**src/rtl/memory_stage.sv**
```systemverilog
// Pipeline memory stage: load/store over a req/ack data port, write-back select and staging.
// Optional `MEM_TIMEOUT_EN aborts a BUSY access after TIMEOUT cycles without mem_ack.
module memory_stage #(
  parameter int unsigned TIMEOUT = 16
) (
  input  logic        clock,
  input  logic        reset,
  input  logic        id_mem_readmem,
  input  logic        id_mem_writemem,
  input  logic [31:0] id_mem_regb,
  input  logic        id_mem_selwsource,
  input  logic [4:0]  id_mem_regdest,
  input  logic        id_mem_writereg,
  input  logic [31:0] id_mem_wbvalue,
  output logic [31:0] mem_addr,
  output logic [31:0] mem_wdata,
  output logic        mem_req,
  output logic        mem_wr,
  input  logic        mem_ack,
  input  logic [31:0] mem_rdata,
  output logic        mem_stall,
  output logic        mem_wb_writereg,
  output logic [4:0]  mem_wb_regdest,
  output logic [31:0] mem_wb_value,
  output logic        mem_buserr
);

  typedef enum logic [0:0] {StIdle, StBusy} state_e;

  state_e      state_q, state_d;
  logic        req_q, req_d;
  logic        wr_q, wr_d;
  logic [31:0] addr_q, addr_d;
  logic [31:0] wdata_q, wdata_d;
  logic        wb_writereg_q, wb_writereg_d;
  logic [4:0]  wb_regdest_q, wb_regdest_d;
  logic [31:0] wb_value_q, wb_value_d;
  logic [4:0]  hold_regdest_q, hold_regdest_d;
  logic        hold_writereg_q, hold_writereg_d;
  logic        hold_sel_q, hold_sel_d;
  logic        memop;
  logic        timeout;

  assign memop = id_mem_readmem | id_mem_writemem;

`ifdef MEM_TIMEOUT_EN
  localparam int unsigned CntW = (TIMEOUT > 1) ? $clog2(TIMEOUT) : 1;

  logic [CntW-1:0] cnt_q, cnt_d;
  logic            buserr_q, buserr_d;

  assign timeout    = (cnt_q == CntW'(TIMEOUT - 1));
  assign mem_buserr = buserr_q;
`else
  logic unused_timeout;

  assign unused_timeout = ^TIMEOUT;
  assign timeout        = 1'b0;
  assign mem_buserr     = 1'b0;
`endif

  always_comb begin
    state_d         = state_q;
    req_d           = req_q;
    wr_d            = wr_q;
    addr_d          = addr_q;
    wdata_d         = wdata_q;
    wb_writereg_d   = wb_writereg_q;
    wb_regdest_d    = wb_regdest_q;
    wb_value_d      = wb_value_q;
    hold_regdest_d  = hold_regdest_q;
    hold_writereg_d = hold_writereg_q;
    hold_sel_d      = hold_sel_q;
    mem_stall       = 1'b0;
`ifdef MEM_TIMEOUT_EN
    cnt_d           = cnt_q;
    buserr_d        = 1'b0;
`endif
    unique case (state_q)
      StIdle: begin
        if (memop) begin
          mem_stall       = 1'b1;
          hold_regdest_d  = id_mem_regdest;
          hold_writereg_d = id_mem_writereg;
          hold_sel_d      = id_mem_selwsource;
          addr_d          = id_mem_wbvalue;
          wdata_d         = id_mem_regb;
          wr_d            = id_mem_writemem;  // read+write together is a store
          req_d           = 1'b1;
          wb_writereg_d   = 1'b0;
`ifdef MEM_TIMEOUT_EN
          cnt_d           = '0;
`endif
          state_d         = StBusy;
        end else begin
          wb_writereg_d = id_mem_writereg;
          wb_regdest_d  = id_mem_regdest;
          wb_value_d    = id_mem_wbvalue;
        end
      end
      StBusy: begin
        if (mem_ack) begin
          // Ack wins over a coincident timeout.
          req_d         = 1'b0;
          wb_writereg_d = hold_writereg_q;
          wb_regdest_d  = hold_regdest_q;
          wb_value_d    = (!wr_q && hold_sel_q) ? mem_rdata : addr_q;
          state_d       = StIdle;
        end else if (timeout) begin
          req_d         = 1'b0;
          wb_writereg_d = 1'b0;
`ifdef MEM_TIMEOUT_EN
          buserr_d      = 1'b1;
`endif
          state_d       = StIdle;
        end else begin
          mem_stall     = 1'b1;
          wb_writereg_d = 1'b0;
`ifdef MEM_TIMEOUT_EN
          cnt_d         = cnt_q + 1'b1;
`endif
        end
      end
      default: state_d = StIdle;
    endcase
  end

  always_ff @(posedge clock) begin
    if (reset) begin
      state_q         <= StIdle;
      req_q           <= 1'b0;
      wr_q            <= 1'b0;
      addr_q          <= '0;
      wdata_q         <= '0;
      wb_writereg_q   <= 1'b0;
      wb_regdest_q    <= '0;
      wb_value_q      <= '0;
      hold_regdest_q  <= '0;
      hold_writereg_q <= 1'b0;
      hold_sel_q      <= 1'b0;
`ifdef MEM_TIMEOUT_EN
      cnt_q           <= '0;
      buserr_q        <= 1'b0;
`endif
    end else begin
      state_q         <= state_d;
      req_q           <= req_d;
      wr_q            <= wr_d;
      addr_q          <= addr_d;
      wdata_q         <= wdata_d;
      wb_writereg_q   <= wb_writereg_d;
      wb_regdest_q    <= wb_regdest_d;
      wb_value_q      <= wb_value_d;
      hold_regdest_q  <= hold_regdest_d;
      hold_writereg_q <= hold_writereg_d;
      hold_sel_q      <= hold_sel_d;
`ifdef MEM_TIMEOUT_EN
      cnt_q           <= cnt_d;
      buserr_q        <= buserr_d;
`endif
    end
  end

  assign mem_req         = req_q;
  assign mem_wr          = wr_q;
  assign mem_addr        = addr_q;
  assign mem_wdata       = wdata_q;
  assign mem_wb_writereg = wb_writereg_q;
  assign mem_wb_regdest  = wb_regdest_q;
  assign mem_wb_value    = wb_value_q;

endmodule

```
**config.mk**
```make
export PLATFORM = sky130hd
export DESIGN_NAME = memory_stage
export DESIGN_NICKNAME = d
export VERILOG_FILES = /design/src/rtl/memory_stage.sv
export SDC_FILE = /design/constraint.sdc
export NUM_CORES = 1
export LEC_CHECK = 0
export BUFFER_PORTS_ARGS = -buffer_cell sky130_fd_sc_hd__clkbuf_2
export CORE_MARGIN = 10
export CORE_UTILIZATION = 30
export CTS_BUF_LIST = sky130_fd_sc_hd__clkbuf_4
export CTS_CLUSTER_SIZE = 30
export DETAILED_ROUTE_END_ITERATION = 10
export PLACE_DENSITY = 0.54
export SLEW_MARGIN = 20
export SYNTH_ARGS = -nofsm -noshare
export SYNTH_HDL_FRONTEND = slang
export SYNTH_SLANG_ARGS = --single-unit
```
**constraint.sdc**
```tcl
create_clock -name clock -period 1.67 [get_ports clock]
set_input_delay 0.2505 -clock clock [delete_from_list [all_inputs] [get_ports clock]]
set_output_delay 0.2505 -clock clock [all_outputs]
set_load 0.02 [all_outputs]
```
==> flow_metrics.env <==
export IMPL_status="finished, violations left"
export IMPL_violations="negative setup slack"
export IMPL_ys_seq_area_frac=0.471
export IMPL_htree_levels=3
export IMPL_drt_initial_drc_count=274
export IMPL_start_util=0.303
export IMPL_fillers=1553
export IMPL_slowest_delay_ps=390
export IMPL_critical_path_class="reg2out"
export IMPL_drv_cap=0
export IMPL_crit_arrival_ps=1510
export IMPL_clkLatencyLatePin_ps=490
export IMPL_place_congestion=0.809
export IMPL_synth_top_cells_by_area="dfxtp_1 (47%), nand2_1 (14%), a21oi_1 (7.6%)"
export IMPL_first_pass_iters=5
export IMPL_seqCellArea_sq_mm=0.00225
export IMPL_drcViolationCount=0
export IMPL_synth_top_area_cell="dfxtp_1"
export IMPL_synth_edff_count=0
export IMPL_gr_total_overflow=0
export IMPL_hold_path_class="in2reg"
export IMPL_wl_um=18900
export IMPL_fmax_mhz=568
export IMPL_ys_ff_latch=112
export IMPL_die_y_um=146
export IMPL_row_count=46
export IMPL_yosysMostFrequentCell="nand2_1"
export IMPL_cp_end_kind="output port"
export IMPL_worstPathMaxFanout=2
export IMPL_grt_pass1_wl_um=28100
export IMPL_clock_skew_ps=24.1
export IMPL_fp_dieArea_sq_mm=0.0213
export IMPL_min_period_ps=1760
export IMPL_synthesis_nets=683
export IMPL_synthToLayoutAreaGrowth_pct=49.9
export IMPL_avgSynthCellArea_sq_um=8.28
export IMPL_reg2reg_depth=8
export IMPL_layout_setup_ws_ps=-91.4
export IMPL_synth_top_cells_by_count="nand2_1 (176), dfxtp_1 (112), a21oi_1 (72)"
export IMPL_grt_max_degree=61
export IMPL_synth_ff_type="dfxtp_1"
export IMPL_yosysTopAreaCellShare=0.471
export IMPL_yosys_warnings=0
export IMPL_timing_final_crit_share=1.05
export IMPL_antenna_found_initial=1
export IMPL_grt_usage=0.161
export IMPL_hpwlAfterDp_um=12800
export IMPL_hold_violations=0
export IMPL_slew_violations=0
export IMPL_nets=959
export IMPL_multi_input_area_sq_mm=0.00213
export IMPL_synthCells=575
export IMPL_critPathLaunchType="flop"
export IMPL_dp_cells=971
export IMPL_setup_viol=1
export IMPL_wl_per_cell_um=17.7
export IMPL_crit_chain="or3_4 > nand2_4 > inv_4 > buf_8"
export IMPL_vias_per_cell=4.80
export IMPL_crit_slowest_cell="dfxtp_4"
export IMPL_cts_root_buf="clkbuf_4"
export IMPL_cts_clk_slew_worst_paths_ps=180
export IMPL_hold_depth=4
export IMPL_core_area_sq_mm=0.0157
export IMPL_worst_ep_required_time_ps=1420
export IMPL_ys_types=25
export IMPL_cts_tree="done"
export IMPL_ys_async_sr_fraction=0
export IMPL_clkSinkCount=112
export IMPL_rrSetupSlack_ps=30
export IMPL_port_buffers=212
export IMPL_stdcell_count=1072
export IMPL_clockBufferDepth=2
export IMPL_grt_pass1_vias=5213
export IMPL_synth_area_sq_mm=0.00476
export IMPL_irDropWorstVdd_v=0.000402
export IMPL_postRouteAntennaNets=0
export IMPL_drive_above_1_share=0.322
export IMPL_leakage_nw=3.25
export IMPL_numCtsBuffers=9
export IMPL_rsz0062_at_grt="true"
export IMPL_dieWidth_um=146
export IMPL_vias=5146
export IMPL_powerDensity_mw_per_mm2=818
export IMPL_final_util=0.454
export IMPL_io_pins=214
[state kept, by name, summed over array words and instances (netlist names)]
name,flops
mem_addr,32
mem_wb_value,32
mem_wdata,32
hold_regdest_q,5
mem_wb_regdest,5
hold_sel_q,1
hold_writereg_q,1
mem_req,1
mem_wb_writereg,1
mem_wr,1
state_q,1
[critical path, delay by kind of cell (launching register included)]
kind,cells,cell delay [ps]
simple gates,2,470
flops,1,390
buf+inv,2,160
[cell families after synthesis]
logic type / synth area share
mux: 0.0126
simple gates: 0.219
compound gates: 0.210
other cells: 0.000787
flops: 0.471
buf+inv: 0.0875
[final cells by class]
type                    instances  area share
inverters                      33      0.0177
clock inverters                 5     0.00491
repair buffers                321       0.315
diodes                          1    0.000351
clock buffers                  10      0.0105
multi-input cells             374       0.299
well taps                     216      0.0379
flip-flops and latches        112       0.315
[final timing paths]
kind                     startpoint           endpoint
setup / recovery            state_q          mem_stall
hold / removal        mem_rdata[24]   mem_wb_value[24]
setup reg to reg            state_q       mem_wdata[3]
hold reg to reg   hold_regdest_q[4]  hold_regdest_q[4]
[placed cells by master, fill, tap and decap left out, drive strengths merged]
master and n:
a211oi 5, a21oi 73, a22o 32, a31oi 1, and2 1, buf 37
clkbuf 223, clkinv 1, clkinvlp 3, conb 1, dfxtp 112, diode 1
dlygate4sd3 71, inv 34, mux2i 6, nand2 176, nand4b 32, nor2 3
nor2b 1, nor3 7, nor4b 1, o21ba 1, o21bai 1, o221ai 32
or3 1
[routing by layer]
metal  global-route usage  wire [um]  vias to the layer above
li1                     -          -                     2534
met1                0.184       8000                     2405
met2                0.278       9300                      183
met3               0.0522       1230                       24
met4               0.0531        382                        0
met5                    0          0                        -
[report_power, final]
| part | switching [mW] | internal [mW] |
|---|---|---|
| Clock | 0.909 | 0.315 |
| Combinational | 0.926 | 0.703 |
| Sequential | 0.123 | 2.87 |
[timing repair]
item                                    CTS  global route
hold endpoints to repair                 71             0
gates resized for setup                   9            11
hold buffers                             71             0
cloned                                    0             6
pin swaps                                 2             2
endpoints found under the setup margin    2            82
buffers inserted                          5             3
[per-stage QoR]
stage               hold WS, ps  total power [mW]  area [sq um]  setup TNS, ps  setup WS, ps
global route                110              6.18          7140           -342          -169
global placement            442              4.38          6070              0           237
CTS                        65.5              5.81          6950           -168          -168
detailed placement          448              4.41          6070              0           178
floorplan                   386              3.85          4760              0           346
finish                      129              5.84          7140          -91.4         -91.4
(Power assumes the default switching activity.)
